--- config.mk ---
export PLATFORM = sky130hd
export DESIGN_NAME = clk_div_bank
export DESIGN_NICKNAME = d
export VERILOG_FILES = /design/src/rtl/clk_div_bank_pkg.sv /design/src/rtl/clk_div_chan.sv /design/src/rtl/clk_div_bank.sv
export SDC_FILE = /design/constraint.sdc
export NUM_CORES = 1
export LEC_CHECK = 0
export BUFFER_PORTS_ARGS = -buffer_cell sky130_fd_sc_hd__buf_4
export CAP_MARGIN = 10
export CORE_MARGIN = 8
export CORE_UTILIZATION = 45
export CTS_BUF_LIST = sky130_fd_sc_hd__clkbuf_8
export DETAILED_ROUTE_END_ITERATION = 8
export PLACE_DENSITY = 0.65
export SYNTH_ARGS = -nofsm -noshare
export SYNTH_HDL_FRONTEND = slang
export SYNTH_SLANG_ARGS = --single-unit
export TNS_END_PERCENT = 100
--- constraint.sdc ---
create_clock -name clk -period 21.8 [get_ports clk]
set_input_delay 1.09 -clock clk [delete_from_list [all_inputs] [get_ports clk]]
set_output_delay 1.09 -clock clk [all_outputs]
set_load 0.02 [all_outputs]
--- src/rtl/clk_div_bank_pkg.sv ---
// Shared types and default constants for the clk_div_bank divider bank.
// Used by clk_div_chan and clk_div_bank.
package clk_div_bank_pkg;

  typedef enum logic [1:0] {
    ST_STOP,
    ST_RUN,
    ST_RUN_PEND
  } chan_state_e;

  localparam int DEF_NUM_CH  = 4;
  localparam int DEF_DIV_W   = 24;
  localparam int DEF_RST_DIV = 0;

endpackage

--- src/rtl/clk_div_chan.sv ---
// One divider channel: counter, pending divisor and STOP/RUN/RUN_PEND FSM.
// Square-wave output flop exists only when CLK_DIV_BANK_SQUARE_EN is defined.
module clk_div_chan
  import clk_div_bank_pkg::*;
#(
  parameter int DIV_W   = DEF_DIV_W,
  parameter int RST_DIV = DEF_RST_DIV
) (
  input  logic             clk,
  input  logic             rst,
  input  logic             sync,
  input  logic             cfg_we,
  input  logic [DIV_W-1:0] cfg_div,
  output logic             tick,
  output logic             sq_out,
  output logic             busy
);

  logic [DIV_W-1:0] div_q, div_d;
  logic [DIV_W-1:0] cnt_q, cnt_d;
  logic [DIV_W-1:0] pend_div_q, pend_div_d;
  logic             pend_q, pend_d;
  logic             wrap;
  chan_state_e      state;

  always_comb begin
    if (div_q == '0)
      state = ST_STOP;
    else if (pend_q)
      state = ST_RUN_PEND;
    else
      state = ST_RUN;
  end

  // The last count of a period; sync suppresses the tick of the cycle it lands in.
  assign wrap = (state != ST_STOP) && (cnt_q == div_q - DIV_W'(1));
  assign tick = wrap && !sync && !rst;
  assign busy = pend_q;

  always_comb begin
    div_d      = div_q;
    cnt_d      = cnt_q;
    pend_d     = pend_q;
    pend_div_d = pend_div_q;
    if (sync) begin
      // Old pending commits first; a same-cycle request then sees the result.
      cnt_d = '0;
      if (pend_q) begin
        div_d  = pend_div_q;
        pend_d = 1'b0;
      end
      if (cfg_we) begin
        if (div_d == '0) begin
          div_d = cfg_div;
        end else begin
          pend_d     = 1'b1;
          pend_div_d = cfg_div;
        end
      end
    end else begin
      case (state)
        ST_STOP: begin
          cnt_d = '0;
          if (cfg_we) div_d = cfg_div;
        end
        default: begin
          if (wrap) begin
            cnt_d = '0;
            if (pend_q) begin
              div_d  = pend_div_q;
              pend_d = 1'b0;
            end
          end else begin
            cnt_d = cnt_q + DIV_W'(1);
          end
          if (cfg_we) begin
            pend_d     = 1'b1;
            pend_div_d = cfg_div;
          end
        end
      endcase
    end
  end

  always_ff @(posedge clk or posedge rst) begin
    if (rst) begin
      div_q      <= DIV_W'(RST_DIV);
      cnt_q      <= '0;
      pend_q     <= 1'b0;
      pend_div_q <= '0;
    end else begin
      div_q      <= div_d;
      cnt_q      <= cnt_d;
      pend_q     <= pend_d;
      pend_div_q <= pend_div_d;
    end
  end

`ifdef CLK_DIV_BANK_SQUARE_EN
  logic sq_q;

  always_ff @(posedge clk or posedge rst) begin
    if (rst)
      sq_q <= 1'b0;
    else if (sync)
      sq_q <= 1'b0;
    else if (tick)
      sq_q <= ~sq_q;
  end

  assign sq_out = sq_q;
`else
  assign sq_out = 1'b0;
`endif

endmodule

--- src/rtl/clk_div_bank.sv ---
// Bank of NUM_CH independent programmable clock-enable dividers with shared sync.
// Define CLK_DIV_BANK_SQUARE_EN to enable the per-channel square-wave outputs.
module clk_div_bank
  import clk_div_bank_pkg::*;
#(
  parameter int  NUM_CH  = DEF_NUM_CH,
  parameter int  DIV_W   = DEF_DIV_W,
  parameter int  RST_DIV = DEF_RST_DIV,
  localparam int CH_W    = (NUM_CH > 1) ? $clog2(NUM_CH) : 1
) (
  input  logic              clk,
  input  logic              rst,
  input  logic              sync,
  input  logic              cfg_valid,
  input  logic [CH_W-1:0]   cfg_ch,
  input  logic [DIV_W-1:0]  cfg_div,
  output logic              cfg_ready,
  output logic [NUM_CH-1:0] tick,
  output logic [NUM_CH-1:0] sq_out,
  output logic [NUM_CH-1:0] busy
);

  logic [NUM_CH-1:0] cfg_we;

  // Out-of-range channel numbers fall through to the default and are dropped.
  always_comb begin
    cfg_ready = 1'b1;
    for (int i = 0; i < NUM_CH; i++) begin
      if (cfg_ch == CH_W'(i)) cfg_ready = !busy[i];
    end
  end

  for (genvar g = 0; g < NUM_CH; g++) begin : g_chan
    assign cfg_we[g] = cfg_valid && (cfg_ch == CH_W'(g)) && !busy[g];

    clk_div_chan #(
      .DIV_W  (DIV_W),
      .RST_DIV(RST_DIV)
    ) u_chan (
      .clk    (clk),
      .rst    (rst),
      .sync   (sync),
      .cfg_we (cfg_we[g]),
      .cfg_div(cfg_div),
      .tick   (tick[g]),
      .sq_out (sq_out[g]),
      .busy   (busy[g])
    );
  end

endmodule

After elaboration in Yosys (flattened, before gate mapping) --
Cells that the tools add are included.
Word-level totals: logic and storage cells 202, output and inout bits 13, register bits after elaboration 292, input port bits 30
Operators by class: reductions and logical operators 63, equality and inequality tests 19, add/subtract/negate cells 8, mux-type cells 96
Operators with widths (number):
- $mux W24 | 60
- $logic_not A24 Y1 | 8
- $add A24 B1 Y24 const B | 4
- $eq A24 B24 Y1 | 4
- $sub A24 B1 Y24 const B | 4
- $mux W1 | 28
- $reduce_bool A3 Y1 | 8
- $logic_and A1 B1 Y1 | 20
- $mux W2 | 8
- $ne A2 B2 Y1 const B | 8
- $reduce_and A2 Y1 | 8
- $ne A3 B2 Y1 const B | 4
- $reduce_and A3 Y1 | 4
- $logic_not A2 Y1 | 5
- $reduce_bool A2 Y1 | 4
- $logic_not A1 Y1 | 6
- $eq A2 B2 Y1 const B | 2
- $eq A2 B1 Y1 const B | 1

Logic depth before layout (Yosys ltp) --
word-level depth 8, mapped depth 12

By module --
Synthesis repeated with hierarchy kept, for this count alone.
Second synthesis, totals: cell total of the unflattened synthesis 1983, area total of the unflattened synthesis 18881.9 µm²
By module, submodules not included:
- clk_div_chan (g_chan[0].u_chan ...) | cells an instance 527, area each 4812.1 µm², seq. area each 1826.8 µm², instances 2
- clk_div_chan (g_chan[3].u_chan) | cells an instance 461, area each 4620.7 µm², seq. area each 1826.8 µm², instances 1
- clk_div_chan (g_chan[2].u_chan) | cells an instance 461, area each 4573.1 µm², seq. area each 1826.8 µm², instances 1
- clk_div_bank | cells an instance 7, area each 63.8 µm², seq. area each 0.0 µm², instances 1

Least setup slack after synthesis --
OpenSTA, ideal clock, no wires.
path type register -> output, from reg g_chan[2].u_chan.div_q[0], to out tick[2], data required time 20.710 ns, stages on the path, launching flop included 11, slack 17.700 ns, arrival time 3.010 ns, path through dfrtp_1 > inv_1 > ha_1 > nor3b_2 > nand4_1 > o211ai_1 > or3b_1 > a211o_1 > or4b_1 > nor4bb_1 > buf_4
On the way: word-level cells in the longest chain between the ends 6, elaborated cells on any way between the ends 8, classes of those cells 1 x add/sub; 1 x eq/ne; 1 x mux; 5 x reduce/logical
Ends and longest elaborated chain:
- start, declared | line clk_div_chan.sv:19 | logic [DIV_W-1:0] div_q, div_d;
- start signal, assigned | line clk_div_chan.sv:87 | div_q <= DIV_W'(RST_DIV);
- start signal, assigned | line clk_div_chan.sv:92 | div_q <= div_d;
- branches (longest 3 deep; another with $sub A24 B1 Y24)
- $logic_and A1 B1 Y1 (*) | line clk_div_chan.sv:36 | assign wrap = (state != ST_STOP) && (cnt_q == div_q - DIV_W'(1));
- $logic_and A1 B1 Y1 (*) (2 in a row) | line clk_div_chan.sv:37 | assign tick = wrap && !sync && !rst;
- end, declared | line clk_div_bank.sv:18 | output logic [NUM_CH-1:0] tick,
Mark *: on every way between the ends.

Worst setup path in the final report --
Ends and elaborated chain as after synthesis.

==> out/qor.yml <==
die:
  die_height_um: 216
  io_pins: 43
  die-area_mm2: 0.0465
  start_util_pct: 45.3
  core-area_mm2: 0.0395
  row_count: 73
  die_w_um: 216
global_route:
  met1_usage_pct: 28.0
  grt_pass1_wl_um: 77600
  antenna_found_initial: 0
  busiest_layer: "met2"
  grt_pass1_vias: 13700
  use_met2_pct: 32.7
  grt_max_degree: 139
  use_met3_pct: 2.94
  grt-ovfl-total: 0
  track_usage_pct: 20.3
layout:
  area_delta_synth_final_pct: 8.01
  fill_cells: 3705
  finalNetCount: 1813
  diodes: 0
  layout-drive-gt1-share_pct: 17.2
timing:
  setup_violations: 0
  rsz0062_at_grt: "false"
  fin_crit_sh_pct: 23.8
  worst_slew_pin_slew_ns: 1.19
  finalCriticalPeriod_ns: 5.18
  max_freq_mhz: 193
  hold_viol: 0
  slew_headroom_pct: 20.7
  fin_skew_ns: 0.0201
  tns_ns: 0
  slew_viol_final: 0
yosys:
  post-synth-top-count-cell: "dfrtp_1"
  ys_types: 93
  synth-edff-count: 0
  synthCells: 1781
  syn_area_mm2: 0.0179
  ys_top_cells_by_count: "292 x dfrtp_1, 178 x nor2_1, 111 x xnor2_1, 97 x mux2_2, 91 x xor2_1"
  synthTopCellsByArea: "dfrtp_1 41%, mux2_2 6.1%, xnor2_1 5.4%, xor2_1 4.4%, nor2_1 3.7%"
  ys_async_sr_fraction_pct: 100
  yosys.area.top_type: "dfrtp_1"
  syn_avg_cell_area_um2: 10.1
  ys_warn_count: 0
  synth_flop_cell: "dfrtp_1"
  ys_seq_area_share_pct: 40.8
  yosys.area.top_type_share_pct: 40.8
  ys_ff_latch: 292
setup_path:
  crit_type: "reg2out"
  critPathMaxStageDelay_ns: 0.59
  path_max_fanout: 9
  cp.arrival_ns: 4.09
  worst_setup_path_end_kind: "primary output"
  rr_startpoint: "g_chan[2].u_chan.div_q[5]$_DFFE_PP0P_"
  cp.buffers_inverters: 2
  critPathSlowestCell: "nor3b_2"
  crit_start: "g_chan[2].u_chan.div_q[0]$_DFFE_PP0P_"
  cp_cell_sequence: "inv_1 -> ha_1 -> nor3b_2 -> nand4_1 -> o211ai_1 -> or3b_1 -> a211o_1 -> or4b_1 -> nor4bb_1 -> buf_4"
  crit_family: "simple AND/OR/NAND/NOR gates"
  critical_path_required_ns: 20.71
  crit_path_start_kind: "flop"
power:
  leakage_uw: 0.00746
  power.total_uw: 1750
  power_density_mw_per_mm2: 90.6
  irDropWorstVdd_v: 0.0000456
placed_design:
  gp_congestion: 0.930
  dp.final_hpwl_um: 33500
  port_buffers: 38
drt:
  vias: 13700
  viasPerCell: 5.91
  first_pass_iters: 5
  drt_wl_total_um: 47400
  postRouteAntennaNets: 0
  drc: 0
  drtIter0Drc: 946
  wl_per_cell_um: 20.4
cts:
  cts_tree: "built"
  cts_buffer_depth: 3
  cts_setup_buffers: 0
  cts_max_level: 2
  cts-hold-fix-buffers: 0
  cts_inserted_buffers: 51
  post_cts_resized: 0
  cts.clk_slew.worst_paths_ns: 0.06
  clock-sinks: 292
  clkLatencyLatePin_ns: 0.62
  root_buffer: "clkbuf_8"
worst_hold_path:
  hold_path.class: "reg2reg"
  worstHoldStart: "g_chan[1].u_chan.pend_div_q[9]$_DFFE_PP0P_"
run:
  drv_cap: 0
status:
  outcome: "completed"
-- per-layer routing --
| metal | up-vias | part of all wire, % |
|---|---|---|
| met4 | 0 | 2.9 |
| met1 | 6876 | 46 |
| met5 | - | 0 |
| met2 | 272 | 47 |
| li1 | 6491 | - |
| met3 | 97 | 3.9 |
-- cells by family (layout without fill, tap and decap cells) --
family | Yosys count | count (layout) | synth area share [%]
other | 1 | 4 | 0.0209
and+or+nand+nor | 671 | 671 | 20.6
AOI/OAI and AO/OA | 295 | 295 | 14.2
DFF | 292 | 292 | 40.8
xor gates and xnor gates | 204 | 204 | 10.1
adders and majority gates | 12 | 12 | 0.837
buffers and inverters | 158 | 175 | 4.54
muxes | 148 | 148 | 9.01
-- sequential cells by signal, indices dropped and copies added, names as in the netlist --
register and flops:
g_chan.u_chan.div_q 96, g_chan.u_chan.cnt_q 96, g_chan.u_chan.pend_div_q 96, g_chan.u_chan.busy 4
-- power by group --
group | leakage (uW) | total [uW] | internal (uW) | switching, uW
clock | 0.000559 | 510 | 280 | 230
combinational | 0.00328 | 422 | 226 | 196
sequential | 0.00362 | 822 | 645 | 177
total | 0.00746 | 1750 | 1150 | 603
-- final cells by class --
type,instances,area (um^2),share of cell area (%)
Clock inverter,17,103,0.530
Tap cell,525,657,3.39
Inverter,39,154,0.795
Timing Repair Buffer,53,402,2.07
Sequential cell,292,7310,37.7
Multi-Input combinational cell,1334,9830,50.8
Clock buffer,66,908,4.69
-- worst paths after layout --
check | endpoint | slack (ns) | cells past startpoint
max reg2reg | g_chan[2].u_chan.div_q[0]$_DFFE_PP0P_ | 17.81 | 8
max in group asynchronous | g_chan[1].u_chan.pend_div_q[22]$_DFFE_PP0P_ | 19.42 | 3
min | g_chan[1].u_chan.pend_div_q[9]$_DFFE_PP0P_ | 0.49 | 1
min in group asynchronous | g_chan[3].u_chan.cnt_q[15]$_DFF_PP0_ | 0.68 | 2
max | tick[2] | 16.62 | 10
min reg2reg | g_chan[1].u_chan.pend_div_q[9]$_DFFE_PP0P_ | 0.49 | 1
-- through the flow --
step | setup slack (ns) | std cells | util, % | hold slack (ns) | instance area, um^2
floorplan | 12.65 | 1784 | - | 0.470 | 17900
global placement | 17.36 | 2242 | 46.4 | 0.481 | 18300
detailed placement | 17.25 | 2242 | 46.4 | 0.484 | 18300
CTS | 16.54 | 2325 | 48.9 | 0.497 | 19400
global route | 16.32 | 2326 | 49.0 | 0.515 | 19400
finish | 16.62 | 2326 | 49.0 | 0.495 | 19400
-- layout by cell type (no fill, tap or decap), types with 52 or more instances in the layout --
cell type and count:
nand2b_1 54, nand3_1 62, nor4_1 58, clkbuf_8 66, nor2_1 178, mux2_2 97, nand2_1 85, xor2_1 91
xnor2_1 111, buf_4 52, dfrtp_1 292
(Power assumes the default switching activity.)
